**config.mk**
```make
export PLATFORM = sky130hd
export DESIGN_NAME = inst_fetch_queue
export DESIGN_NICKNAME = d
export VERILOG_FILES = /design/src/rtl/inst_fetch_queue_pkg.sv /design/src/rtl/ifq_checker.sv /design/src/rtl/ifq_line_ram.sv /design/src/rtl/inst_fetch_queue.sv
export SDC_FILE = /design/constraint.sdc
export NUM_CORES = 1
export LEC_CHECK = 0
export CORE_AREA = 3 3 209 211
export DETAILED_ROUTE_END_ITERATION = 6
export DIE_AREA = 0 0 212 214
export GPL_TIMING_DRIVEN = 0
export PLACE_DENSITY_LB_ADDON = 0.15
export SLEW_MARGIN = 25
export SYNTH_ARGS = -nofsm -noshare
export SYNTH_HDL_FRONTEND = slang
export SYNTH_SLANG_ARGS = --single-unit
```
**constraint.sdc**
```tcl
create_clock -name Clk -period 17 [get_ports Clk]
set_clock_uncertainty 0.15 [all_clocks]
set_input_delay 3.4 -clock Clk [delete_from_list [all_inputs] [get_ports Clk]]
set_output_delay 3.4 -clock Clk [all_outputs]
set_load 0.02 [all_outputs]
```
**src/rtl/inst_fetch_queue_pkg.sv**
```systemverilog
// Shared constants, types and helpers for the instruction fetch queue.
// Pointer widths are derived from the row count through row_w().
package inst_fetch_queue_pkg;

   localparam int unsigned IFQ_ROWS_DEFAULT = 4;
   localparam int unsigned LINE_BYTES       = 16;
   localparam int unsigned WORDS_PER_LINE   = 4;
   localparam int unsigned WORD_SEL_W       = 2;

   typedef logic [31:0]  word_t;
   typedef logic [127:0] line_t;

   function automatic word_t line_align(input word_t addr);
      return {addr[31:4], 4'b0000};
   endfunction

   function automatic int unsigned row_w(input int unsigned rows);
      return $clog2(rows);
   endfunction

endpackage

```
**src/rtl/ifq_checker.sv**
```systemverilog
// Protocol checks for the fetch queue: the cache must never return a line
// while the queue is full (no request is outstanding then).
module ifq_checker (
   input logic Clk,
   input logic Resetb,
   input logic Cache_ReadHit,
   input logic Ifetch_ReadCache
);

   a_no_hit_when_full: assert property (@(posedge Clk) disable iff (!Resetb)
      !(Cache_ReadHit && !Ifetch_ReadCache));

endmodule

```
**src/rtl/ifq_line_ram.sv**
```systemverilog
// ROWS x 128-bit line store: one synchronous write port and a
// combinational word read. Contents are intentionally not reset.
module ifq_line_ram
   import inst_fetch_queue_pkg::*;
#(
   parameter int unsigned ROWS = IFQ_ROWS_DEFAULT
)
(
   input  logic                    clk,
   input  logic                    wr_en,
   input  logic [row_w(ROWS)-1:0]  wr_row,
   input  line_t                   wr_data,
   input  logic [row_w(ROWS)-1:0]  rd_row,
   input  logic [WORD_SEL_W-1:0]   rd_word,
   output word_t                   rd_data
);

   line_t mem_q [ROWS];
   line_t rd_line_s;

   // line write
   always_ff @(posedge clk) begin
      if (wr_en) begin
         mem_q[wr_row] <= wr_data;
      end
   end

   // word select from the addressed row
   always_comb begin
      rd_line_s = mem_q[rd_row];
      case (rd_word)
         2'd0:    rd_data = rd_line_s[31:0];
         2'd1:    rd_data = rd_line_s[63:32];
         2'd2:    rd_data = rd_line_s[95:64];
         2'd3:    rd_data = rd_line_s[127:96];
         default: rd_data = rd_line_s[31:0];
      endcase
   end

endmodule

```
**src/rtl/inst_fetch_queue.sv**
```systemverilog
// Instruction fetch queue: requests line-aligned cache reads, queues the
// returned lines in a circular row buffer and presents the head to dispatch.
module inst_fetch_queue
   import inst_fetch_queue_pkg::*;
#(
   parameter int unsigned ROWS = IFQ_ROWS_DEFAULT
)
(
   input  logic        Clk,
   input  logic        Resetb,
   output logic [31:0] Ifetch_WpPcIn,
   output logic        Ifetch_ReadCache,
   output logic        IFQ_Flush,
   input  logic [31:0] Cache_Cd0,
   input  logic [31:0] Cache_Cd1,
   input  logic [31:0] Cache_Cd2,
   input  logic [31:0] Cache_Cd3,
   input  logic        Cache_ReadHit,
   input  logic        Dis_Ren,
   input  logic        Dis_JmpBrAddrValid,
   input  logic [31:0] Dis_JmpBrAddr,
   output logic [31:0] Ifetch_Instruction,
   output logic [31:0] Ifetch_PcPlusFour,
   output logic        Ifetch_EmptyFlag
);

   localparam int unsigned ROW_W = row_w(ROWS);

   // wp = {wrap, row}; rp = {wrap, row, word}
   logic [ROW_W:0]   wp_q, wp_d;
   logic [ROW_W+2:0] rp_q, rp_d;
   word_t            pc_q, pc_d;
   word_t            head_pc_q, head_pc_d;

   logic empty_s;
   logic full_s;
   logic wr_en_s;
   logic rd_en_s;

   assign empty_s = (rp_q[ROW_W+2:2] == wp_q);
   assign full_s  = (rp_q[ROW_W+2] != wp_q[ROW_W]) &&
                    (rp_q[ROW_W+1:2] == wp_q[ROW_W-1:0]);

   // a flush wins over both a returning line and a dispatch read
   assign wr_en_s = Cache_ReadHit & ~Dis_JmpBrAddrValid & ~full_s;
   assign rd_en_s = Dis_Ren & ~Dis_JmpBrAddrValid & ~empty_s;

   // next-state for pointers and PCs
   always_comb begin
      pc_d      = pc_q;
      wp_d      = wp_q;
      rp_d      = rp_q;
      head_pc_d = head_pc_q;
      if (Dis_JmpBrAddrValid) begin
         pc_d      = line_align(Dis_JmpBrAddr);
         wp_d      = '0;
         rp_d      = '0;
         rp_d[1:0] = Dis_JmpBrAddr[3:2];
         head_pc_d = Dis_JmpBrAddr;
      end else begin
         if (wr_en_s) begin
            wp_d = wp_q + (ROW_W+1)'(1);
            pc_d = pc_q + 32'd16;
         end else begin
            wp_d = wp_q;
            pc_d = pc_q;
         end
         if (rd_en_s) begin
            rp_d      = rp_q + (ROW_W+3)'(1);
            head_pc_d = head_pc_q + 32'd4;
         end else begin
            rp_d      = rp_q;
            head_pc_d = head_pc_q;
         end
      end
   end

   // state registers, synchronous active-low reset
   always_ff @(posedge Clk) begin
      if (!Resetb) begin
         pc_q      <= 32'd0;
         wp_q      <= '0;
         rp_q      <= '0;
         head_pc_q <= 32'd0;
      end else begin
         pc_q      <= pc_d;
         wp_q      <= wp_d;
         rp_q      <= rp_d;
         head_pc_q <= head_pc_d;
      end
   end

   ifq_line_ram #(.ROWS(ROWS)) u_line_ram (
      .clk     (Clk),
      .wr_en   (wr_en_s),
      .wr_row  (wp_q[ROW_W-1:0]),
      .wr_data ({Cache_Cd3, Cache_Cd2, Cache_Cd1, Cache_Cd0}),
      .rd_row  (rp_q[ROW_W+1:2]),
      .rd_word (rp_q[1:0]),
      .rd_data (Ifetch_Instruction)
   );

   ifq_checker u_checker (
      .Clk              (Clk),
      .Resetb           (Resetb),
      .Cache_ReadHit    (Cache_ReadHit),
      .Ifetch_ReadCache (Ifetch_ReadCache)
   );

   assign Ifetch_WpPcIn     = line_align(pc_q);
   assign Ifetch_ReadCache  = ~full_s;
   assign IFQ_Flush         = Dis_JmpBrAddrValid;
   assign Ifetch_PcPlusFour = head_pc_q + 32'd4;
   assign Ifetch_EmptyFlag  = empty_s;

endmodule

```
[Yosys cells after proc, flatten, opt, wreduce, memory -nomap -nowiden]
Memory sizes are Yosys's and may differ from the RTL's. A register that Yosys moved wholly into a read port is not among the register bits.
Index checks and enable logic that the tools add are counted.
Word-level totals
  bits in latches: 0
  bits in read-only memories: 0
  flip-flop bits (word level): 72
  RAM bits: 512
  output and inout bits: 99
  word-level logic and storage cells: 41
  input port bits: 165
  memories kept: 1
Memories
  u_line_ram.mem_q: depth 4, bits a word 128, read ports 1, clocked after Yosys merged registers in 1, wr ports 1, line ifq_line_ram.sv:18  | line_t mem_q [ROWS];
Cells by class
  div/mod/pow operators: 0
  $mul: 0
  reductions and logical operators: 5
  $add $sub $neg: 4
  bitwise gates (word level): 8
  mux-type cells: 11
  shift operators: 0
  equal/unequal tests: 6
  $lt $le $gt $ge: 0
Operators by type and width (count)
  32-bit two-way mux: 4
  32-bit case mux with 4 select lines: 1
  32-bit by 3-bit adder with 32-bit output, second input constant: 1
  32-bit by 5-bit adder with 32-bit output, second input constant: 1
  2-bit two-way mux: 4
  5-bit by 1-bit adder with 5-bit output, second input constant: 1
  1-bit AND: 4
  2-bit equality test, second input constant: 2
  1-bit NOT: 4
  2-bit nonzero test: 2
  3-bit by 1-bit adder with 3-bit output, second input constant: 1
  3-bit equality test: 1
  2-bit by 1-bit equality test with 1-bit output, second input constant: 1
  2-bit equality test: 1
  2-bit logical NOT: 1
  1-bit two-way mux: 2
  2-bit OR reduction: 1
  1-bit logical AND: 1
  1-bit inequality test: 1

[Depth between registers and ports, before layout]
Gate-level depths: netlist (run 1).
  depth after elaboration: 6
  depth in mapped cells: 8
  depth with buffers taken out: 6

[Cells and area by module]
A second synthesis (run 1) with hierarchy kept.
Second synthesis, totals
  cell total of the unflattened synthesis: 1238
  area total of the unflattened synthesis: 23333.6 um^2
Modules (own cells, without submodules)
  ifq_line_ram: seq. area each 15374.7 um^2, area an instance 19281.0 um^2, times used 1, cells an instance 758
  inst_fetch_queue: seq. area each 1361.3 um^2, area an instance 4052.6 um^2, times used 1, cells an instance 480

[Worst setup path before layout (run 1)]
Ideal clock, no wire load.
  path kind: input port to flip-flop
  start: input Dis_JmpBrAddrValid
  end: memory u_line_ram.mem_q[1][0] (netlist bit), enable pin
  path buffers: 2
  stages on the path: 4
  data arrival time: 7032 ps
  slack: 9315 ps
  library setup time: 503 ps
  required time: 16347 ps
  path through: inv_1 -> clkbuf_1 -> clkbuf_1 -> and3_1
Between the ends
  cells in the longest elaborated chain, start to end: 5
RTL lines
  start: declaration: line inst_fetch_queue.sv:20  | input logic Dis_JmpBrAddrValid,
  1-bit NOT: line inst_fetch_queue.sv:45  | assign wr_en_s = Cache_ReadHit & ~Dis_JmpBrAddrValid & ~full_s;
  1-bit AND (2 in a row): line inst_fetch_queue.sv:45
  1-bit two-way mux: line ifq_line_ram.sv:23  | if (wr_en) begin
  1-bit two-way mux (not written as such): line ifq_line_ram.sv:24  | mem_q[wr_row] <= wr_data;
  end: declaration: line ifq_line_ram.sv:18
Every way passes these cells.

[Worst setup path after layout (run 1)]
  start: input Dis_JmpBrAddrValid
  end: output IFQ_Flush
RTL lines
  end: declaration: line inst_fetch_queue.sv:13  | output logic IFQ_Flush,
No word-level cell between the ends.

==> results of run 1 <==
==> power breakdown <==
group          switching, mW  leakage [nW]  internal [mW]
Sequential            0.0177          5.23           1.59
Combinational          0.120          2.98          0.105
Clock                  0.514         0.888          0.707
==> kinds of logic after synthesis <==
logic type,count (synthesis)
adders and majority gates,10
and+or+nand+nor,191
xor gates and xnor gates,91
other,1
muxes,131
DFF,582
AOI/OAI and AO/OA,163
buffers and inverters,90
==> cells in the mapped netlist (3+ instances only) <==
master and instances:
and2_1 4, ha_1 10, nor3_1 9, buf_2 22, o21ai_0 63, and3_1 14, nor4_1 5, a21oi_1 54
clkbuf_1 44, a222oi_1 32, mux2i_1 3, nand3_1 31, mux4_2 128, xnor2_1 32, xor2_1 58, edfxtp_1 512
nor2b_1 3, nand4_1 25, nor2_1 19, nand2_1 69, buf_4 11, a31oi_1 5, dfxtp_1 70, inv_1 9
==> cell type report <==
cell class                 count  area (um^2)  share of cell area (%)
timing repair buffer         271         2880                    10.1
multi-input combinational    590         5910                    20.7
clock inverter                23          198                   0.694
tap                          539          674                    2.37
antenna                        6         15.0                  0.0527
inverter                       9         33.8                   0.119
sequential                   582        16800                    58.9
buffer                        81          375                    1.32
clock buffer                  82         1620                    5.70
==> tightest hold or removal path, cell delays in order, from the launching register on <==
cell and delay [ns]:
dfxtp_1 0.34, nand2_1 0.06, a31oi_1 0.07
==> cell usage in the layout (no fill, tap or decap), drive strengths merged, types with 2 or more instances in the layout <==
cell type	Yosys	routed
nor2	19	19
and2	4	4
o21a	2	2
nor3	9	9
a31oi	6	6
buf	35	47
bufinv	0	3
o31a	2	2
or3	2	2
mux4	128	128
dfxtp	70	70
clkbuf	46	128
nand2	69	69
clkinv	0	17
o21ai	63	63
nor4	8	8
a21oi	54	54
and3	14	14
inv	9	11
edfxtp	512	512
nand4	29	29
clkdlybuf4s50	0	259
ha	10	10
nor2b	3	3
mux2i	3	3
conb	1	4
a222oi	32	32
xor2	59	59
nand3	31	31
diode	0	6
xnor2	32	32
==> path summary, 6_finish.rpt <==
path,from,to,cells past startpoint
setup / recovery,Dis_JmpBrAddrValid,IFQ_Flush,3
setup reg to reg,rp_q[2]$_SDFFE_PP0P_,u_line_ram.mem_q[0][16]$_DFFE_PP_,7
hold / removal,head_pc_q[3]$_SDFFE_PN0P_,head_pc_q[3]$_SDFFE_PN0P_,2
hold reg to reg,head_pc_q[3]$_SDFFE_PN0P_,head_pc_q[3]$_SDFFE_PN0P_,2
==> registers in the layout, summed over array words and instances, names as in the netlist, named ones only <==
name,cells
u_line_ram.mem_q,512
pc_q,28
head_pc_q,32
wp_q,3
rp_q,5
==> per-stage QoR <==
stage | setup WS [ns] | hold WS (ns) | cell area (um^2)
after floorplan | 9.31 | 0.332 | 23100
after global placement | 5.99 | 0.353 | 26300
after detailed placement | 8.64 | 0.363 | 26600
after CTS | 8.64 | 0.374 | 28500
after global routing | 8.60 | 0.410 | 28500
final | 8.64 | 0.375 | 28500
==> metal layers <==
metal  GRT usage [%]  routed length [um]  vias to the layer above
met5               0                 100                        -
met4            6.94                1280                       12
met3            4.79                3940                       88
met2            38.9               26900                      481
met1            33.1               22000                     6636
li1                -                   -                     5778
==> impl_metrics.env, run 1 <==
export IMPL_synth_xor_area_share_pct=3.49
export IMPL_vdd_drop_max_v=0.0000989
export IMPL_grt_pass1_vias=13290
export IMPL_synth_area_per_cell_um2=18.3
export IMPL_drt_vias_per_instance=5.95
export IMPL_core_area_um2=41900
export IMPL_die_w_um=212
export IMPL_rsz0062_at_grt="no"
export IMPL_first_iter_violations=1139
export IMPL_final_setup_tns_ns=0
export IMPL_critical_path_arrival_ns=4.81
export IMPL_synth_simple_area_share_pct=4.37
export IMPL_synth_area_leader_cell="edfxtp_1"
export IMPL_drv_slew=0
export IMPL_io_pins=264
export IMPL_cts_resized=0
export IMPL_grt_pass1_wl_um=81200
export IMPL_synth_main_ff_cell="edfxtp_1"
export IMPL_cp_common_cell="clkdlybuf4s50_1"
export IMPL_synth_adder_area_share_pct=0.543
export IMPL_crit_required_ns=13.45
export IMPL_die_h_um=214
export IMPL_p_leak_nw=9.10
export IMPL_numCtsBuffers=58
export IMPL_portBuffers=259
export IMPL_firstDrtPassIters=6
export IMPL_setup_viol=0
export IMPL_crit_chain="clkdlybuf4s50_1 > buf_4 > clkdlybuf4s50_1"
export IMPL_fin_cells=2183
export IMPL_numClockSinks=582
export IMPL_drive_gt1_share_pct=16.2
export IMPL_postSynth_asyncResetShare_pct=0
export IMPL_synth_cell_types=43
export IMPL_grt_max_degree=41
export IMPL_rrSetupSlack_ns=13.96
export IMPL_final_nets=1768
export IMPL_period_needed_ns=8.36
export IMPL_ys_top_cells_by_area="edfxtp_1 (67%), mux4_2 (13%), dfxtp_1 (6.1%)"
export IMPL_endpoint_kind="output port"
export IMPL_muxShareOfSynthArea_pct=12.6
export IMPL_tightest_slew_ns=0.995
export IMPL_status="completed"
export IMPL_postLayoutCoreUtil_pct=67.9
export IMPL_antenna_found_initial=12
export IMPL_ys_warn_count=0
export IMPL_synth_seq_cells=582
export IMPL_hold_class="reg2reg"
export IMPL_grt_use_total_pct=23.9
export IMPL_slew_headroom_pct=33.7
export IMPL_rows=75
export IMPL_drcViolationCount=0
export IMPL_cts_clk_slew_worst_paths_ns=0.06
export IMPL_wire_per_inst_um=24.8
export IMPL_syn2layout_area_growth_pct=23.5
export IMPL_syn_inst=1259
export IMPL_max_stage_delay_ns=0.66
export IMPL_synth_edff_count=512
export IMPL_power_total_mw=3.05
export IMPL_cp_start_kind="primary input"
export IMPL_cts_tree="yes"
export IMPL_route_vias_total=12995
export IMPL_min_period_over_period_pct=49.2
export IMPL_routed_wl_um=54200
export IMPL_worstSetupPathType="in2out"
export IMPL_fmax_mhz=120
export IMPL_cp_buffers_inverters=3
export IMPL_synth_top_family_by_area="multiplexers"
export IMPL_finalHoldViolations=0
export IMPL_start_util_pct=55.0
export IMPL_synth_area_um2=23100
export IMPL_die_area_um2=45400
export IMPL_cp_max_fo=6
export IMPL_worst_path_max_delay_cell="clkdlybuf4s50_1"
export IMPL_crit_family="buffers and inverters"
export IMPL_postRouteAntennaNets=0
export IMPL_cts_hold_fix_buffers=0
export IMPL_hpwl_um=35400
export IMPL_yosysSeqAreaShare_pct=72.7
export IMPL_root_buffer="clkbuf_16"
export IMPL_nFillCells=2814
export IMPL_synth_top_cell_area_share_pct=66.7
export IMPL_synth_compound_area_share_pct=4.43
export IMPL_gp_congestion=0.859
export IMPL_maxCapViolCount=0
export IMPL_place_inst=2072
export IMPL_cts_buffer_depth=3
export IMPL_powerDensity_nw_per_um2=107
export IMPL_h_tree_depth=2
export IMPL_overflow=0
export IMPL_clk_insertion_delay_late_ns=0.62
export IMPL_cts_setup_buffers=0
Power figures use the tool's default switching activity.
==> inputs of run 2 (changes only) <==
- CORE_AREA: 3 3 209 211 -> 3 3 217 219
- DIE_AREA: 0 0 212 214 -> 0 0 220 222
- clock period: 17 -> 7.3 ns (I/O delays scaled with it)
==> impl_metrics.env, run 2 (synthesized netlist as in run 1, its figures left out) <==
export IMPL_status="completed"
export IMPL_hp_start="head_pc_q[0]$_SDFFE_PN0P_"
export IMPL_power_total_mw=7.16
export IMPL_tightest_slew_ns=1.03
export IMPL_regMostFlops="u_line_ram.mem_q"
export IMPL_fmax_mhz=186
export IMPL_fin_cells=2243
export IMPL_cts_tree="yes"
export IMPL_layout_common_cells="edfxtp_1 (512), clkdlybuf4s50_1 (259), mux4_2 (128), dfxtp_1 (70), nand2_1 (69)"
export IMPL_cts_resized=0
export IMPL_grt_pass1_wl_um=81500
export IMPL_crit_required_ns=5.69
export IMPL_top_regs="u_line_ram.mem_q x512, head_pc_q x32, pc_q x28"
export IMPL_setup_viol=0
export IMPL_core_area_um2=45300
export IMPL_critical_path_arrival_ns=3.78
export IMPL_nFillCells=3311
export IMPL_crit_chain="clkbuf_1 > clkbuf_1 > mux4_2 > a222oi_1 > o21ai_0 > clkdlybuf4s50_1"
export IMPL_root_buffer="clkbuf_16"
export IMPL_vdd_drop_max_v=0.000205
export IMPL_seqCellArea_um2=16800
export IMPL_overflow=0
export IMPL_drive_gt1_share_pct=16.3
export IMPL_clk_insertion_delay_late_ns=0.60
export IMPL_cts_hold_fix_buffers=0
export IMPL_worstSetupPathType="reg2out"
export IMPL_die_h_um=222
export IMPL_drt_vias_per_instance=5.72
export IMPL_max_stage_delay_ns=0.65
export IMPL_cp_common_cell="clkbuf_1"
export IMPL_cp_start_kind="flip-flop"
export IMPL_multiInputGateArea_um2=5910
export IMPL_die_area_um2=48800
export IMPL_crit_family="buffers and inverters"
export IMPL_cts_buffer_depth=3
export IMPL_die_w_um=220
export IMPL_min_period_over_period_pct=73.8
export IMPL_cp_buffers_inverters=3
export IMPL_numClockSinks=582
export IMPL_drv_slew=0
export IMPL_period_needed_ns=5.39
export IMPL_endpoint_kind="output port"
export IMPL_p_int_mw=5.65
export IMPL_cts_clk_slew_worst_paths_ns=0.06
export IMPL_gp_congestion=0.891
export IMPL_syn2layout_area_growth_pct=24.1
export IMPL_portBuffers=259
export IMPL_worst_path_max_delay_cell="clkbuf_1"
export IMPL_dpl_instance_area_um2=26700
export IMPL_p_switching_mw=1.51
export IMPL_maxCapViolCount=0
export IMPL_finalHoldViolations=0
export IMPL_routed_wl_um=54200
export IMPL_grt_pass1_vias=13226
export IMPL_route_vias_total=12824
export IMPL_io_pins=264
export IMPL_rows=78
export IMPL_numCtsBuffers=57
export IMPL_h_tree_depth=2
export IMPL_powerDensity_nw_per_um2=250
export IMPL_wire_per_inst_um=24.2
export IMPL_hpwl_um=36300
export IMPL_final_nets=1768
export IMPL_place_inst=2134
export IMPL_clkPwrFrac_pct=40.5
export IMPL_firstDrtPassIters=5
export IMPL_cp_max_fo=10
export IMPL_setup_ws_ns=1.91
export IMPL_timing_rr_start="wp_q[0]$_SDFFE_PP0P_"
export IMPL_rsz0062_at_grt="no"
export IMPL_slew_headroom_pct=31.4
export IMPL_grt_max_degree=43
export IMPL_antenna_found_initial=12
export IMPL_final_area_um2=28600
export IMPL_first_iter_violations=1215
export IMPL_grt_use_total_pct=22.4
export IMPL_postRouteAntennaNets=0
export IMPL_hold_class="reg2reg"
export IMPL_start_util_pct=50.9
export IMPL_cts_setup_buffers=0
export IMPL_final_common_cell="edfxtp_1"
export IMPL_dp_slack_ns=2.36
export IMPL_p_seq_share_pct=52.2
export IMPL_pwr_share_comb_pct=7.3
export IMPL_largest_register_ffs=512
export IMPL_switching_share_pct=21.2
export IMPL_drcViolationCount=0
export IMPL_p_leak_nw=9.13
-- run 2: cell types whose count changed in the layout (fill, tap and decap cells not counted), sizes merged --
| cell | before | now |
|---|---|---|
| clkbuf | 128 | 122 |
| bufinv | 3 | 6 |
| clkinv | 17 | 20 |
| buf | 47 | 48 |
| clkinvlp | 1 | 0 |
| inv | 11 | 10 |
-- run 2: stage by stage --
step	util [%]	hold slack [ns]	setup TNS, ns
after floorplan	-	0.332	0
after global placement	58.3	0.353	-841.39
after detailed placement	59.1	0.356	0
after CTS	63.2	0.372	0
after global routing	63.2	0.416	0
final	63.2	0.373	0
-- run 2: path summary, 6_finish.rpt --
| kind | cells after the start | slack [ns] | end |
|---|---|---|---|
| setup / recovery | 6 | 1.91 | Ifetch_Instruction[24] |
| hold / removal | 2 | 0.37 | head_pc_q[0]$_SDFFE_PN0P_ |
| setup reg to reg | 6 | 4.20 | u_line_ram.mem_q[1][80]$_DFFE_PP_ |
| hold reg to reg | 2 | 0.37 | head_pc_q[0]$_SDFFE_PN0P_ |
-- run 2: area by class of cell --
class                      instances  share of cell area [%]
clock buffer                      76                    5.45
tap                              600                    2.62
inverter                           9                   0.118
timing repair buffer             272                    10.2
clock inverter                    27                    1.04
sequential                       582                    58.6
antenna                            6                  0.0525
buffer                            81                    1.31
multi-input combinational        590                    20.6
-- run 2: power groups by stage --
stage	combinational, mW	clock [mW]	sequential, mW
CTS	0.531	2.97	3.73
global route	0.561	3.10	3.74
finish	0.524	2.90	3.74
detailed placement	0.528	0	3.81
floorplan	0.214	0	3.82
global placement	0.513	0	3.81
-- run 2: per-layer routing --
metal	track usage (%)	vias up	wire [um]
li1	-	5769	-
met2	36.1	374	26900
met3	4.39	88	3320
met4	6.71	12	1300
met5	0	-	72
met1	31.4	6581	22600
-- run 2: worst register-to-register path, stage by stage (launching register included) --
cell and delay, ns:
dfxtp_1 0.48, xnor2_1 0.19, a31oi_2 0.40, buf_2 0.32, and3_4 0.62, buf_16 0.32, buf_16 0.28
==> inputs of run 3 (changes only) <==
- CORE_AREA: 3 3 217 219 -> 3 3 209 211
- DIE_AREA: 0 0 220 222 -> 0 0 212 214
- clock period: 7.3 -> 5.01 ns (I/O delays scaled with it)
==> impl_metrics.env, run 3 (synthesized netlist as in run 1, its figures left out) <==
export IMPL_antenna_found_initial=10
export IMPL_clk_insertion_delay_late_ns=0.61
export IMPL_drt_vias_per_instance=5.98
export IMPL_final_area_um2=28600
export IMPL_grt_max_degree=44
export IMPL_powerDensity_nw_per_um2=367
export IMPL_dpl_instance_area_um2=26700
export IMPL_maxCapViolCount=0
export IMPL_cts_tree="yes"
export IMPL_syn2layout_area_growth_pct=23.8
export IMPL_start_util_pct=55.0
export IMPL_crit_required_ns=3.86
export IMPL_grt_use_total_pct=24.1
export IMPL_routed_wl_um=54300
export IMPL_worstSetupPathType="reg2out"
export IMPL_die_area_um2=45400
export IMPL_vdd_drop_max_v=0.000282
export IMPL_numClockSinks=582
export IMPL_grt_pass1_vias=13266
export IMPL_multiInputGateArea_um2=5910
export IMPL_io_pins=264
export IMPL_critical_path_arrival_ns=3.63
export IMPL_cts_setup_buffers=0
export IMPL_status="completed"
export IMPL_drive_gt1_share_pct=17.0
export IMPL_h_tree_depth=2
export IMPL_rrSetupSlack_ns=2.14
export IMPL_wire_per_inst_um=24.9
export IMPL_drcViolationCount=0
export IMPL_cp_buffers_inverters=3
export IMPL_overflow=0
export IMPL_setup_ws_ns=0.228
export IMPL_portBuffers=259
export IMPL_die_w_um=212
export IMPL_endpoint_kind="output port"
export IMPL_worst_path_max_delay_cell="a222oi_1"
export IMPL_core_area_um2=41900
export IMPL_p_leak_nw=9.17
export IMPL_top_regs="u_line_ram.mem_q x512, head_pc_q x32, pc_q x28"
export IMPL_rows=75
export IMPL_root_buffer="clkbuf_16"
export IMPL_numCtsBuffers=57
export IMPL_tightest_slew_ns=1.04
export IMPL_min_period_over_period_pct=95.4
export IMPL_slew_headroom_pct=30.6
export IMPL_route_vias_total=13047
export IMPL_layout_common_cells="edfxtp_1 (512), clkdlybuf4s50_1 (259), mux4_2 (128), dfxtp_1 (70), nand2_1 (69)"
export IMPL_rsz0062_at_grt="no"
export IMPL_seqCellArea_um2=16800
export IMPL_firstDrtPassIters=6
export IMPL_final_common_cell="edfxtp_1"
export IMPL_postRouteAntennaNets=0
export IMPL_first_iter_violations=1204
export IMPL_cts_hold_fix_buffers=0
export IMPL_regMostFlops="u_line_ram.mem_q"
export IMPL_hold_class="reg2reg"
export IMPL_hpwl_um=35500
export IMPL_crit_chain="clkbuf_1 > clkbuf_2 > mux4_2 > a222oi_1 > o21ai_0 > clkdlybuf4s50_1"
export IMPL_fmax_mhz=209
export IMPL_cp_start_kind="flip-flop"
export IMPL_cp_max_fo=10
export IMPL_setup_viol=0
export IMPL_crit_family="buffers and inverters"
export IMPL_finalHoldViolations=0
export IMPL_drv_slew=0
export IMPL_grt_pass1_wl_um=81500
export IMPL_final_nets=1767
export IMPL_dp_slack_ns=0.602
export IMPL_largest_register_ffs=512
export IMPL_cts_buffer_depth=3
export IMPL_cts_clk_slew_worst_paths_ns=0.06
export IMPL_max_stage_delay_ns=0.59
export IMPL_gp_congestion=0.887
export IMPL_nFillCells=2816
export IMPL_die_h_um=214
export IMPL_final_setup_tns_ns=0
export IMPL_period_needed_ns=4.78
==> run 3: cell type report <==
class / instances / share of cell area (%)
clock inverter: 34 / 1.28
clock buffer: 71 / 5.29
inverter: 9 / 0.118
buffer: 81 / 1.35
multi-input combinational: 590 / 20.7
antenna: 3 / 0.0263
tap: 539 / 2.36
sequential: 582 / 58.8
timing repair buffer: 271 / 10.1
==> run 3: routing by layer <==
| metal | GRT usage, % | wire [um] |
|---|---|---|
| met4 | 7.26 | 1340 |
| met1 | 33.7 | 21800 |
| met2 | 38.5 | 26700 |
| met5 | 0 | 123 |
| met3 | 5.33 | 4330 |
==> run 3: path summary, 6_finish.rpt <==
check,from,to,depth (start not counted)
worst max-delay path,flip-flop,Ifetch_Instruction[9],6
worst min-delay path,head_pc_q[0]$_SDFFE_PN0P_,head_pc_q[0]$_SDFFE_PN0P_,2
worst max register to register,wp_q[0]$_SDFFE_PP0P_,u_line_ram.mem_q[0][77]$_DFFE_PP_,6
worst min register to register,head_pc_q[0]$_SDFFE_PN0P_,head_pc_q[0]$_SDFFE_PN0P_,2
==> run 3: power by group <==
part | internal [mW] | leakage [nW] | total [mW] | switching (mW)
Sequential | 5.38 | 5.23 | 5.44 | 0.0594
Clock | 2.50 | 0.915 | 4.27 | 1.78
Combinational | 0.358 | 3.02 | 0.765 | 0.407
==> run 3: per-stage QoR <==
| stage | instances | hold slack, ns | total power, mW | util [%] |
|---|---|---|---|---|
| global placement | 2060 | 0.355 | 6.29 | 62.8 |
| detailed placement | 2072 | 0.359 | 6.31 | 63.6 |
| finish | 2180 | 0.373 | 10.5 | 68.1 |
| floorplan | 1262 | 0.332 | 5.87 | - |
| CTS | 2177 | 0.377 | 10.5 | 68.0 |
| global route | 2178 | 0.410 | 10.8 | 68.1 |
==> run 3: tightest hold or removal path, delay by kind of cell, from the launching register on <==
| family | cells | cell delay (ns) |
|---|---|---|
| and+or+nand+nor | 1 | 0.10 |
| DFF | 1 | 0.33 |
| muxes | 1 | 0.07 |
==> run 3: what timing repair did <==
item / CTS / global route
gates resized for setup: 6 / 6
cloned: 0 / 0
setup endpoints to repair: 6 / 5
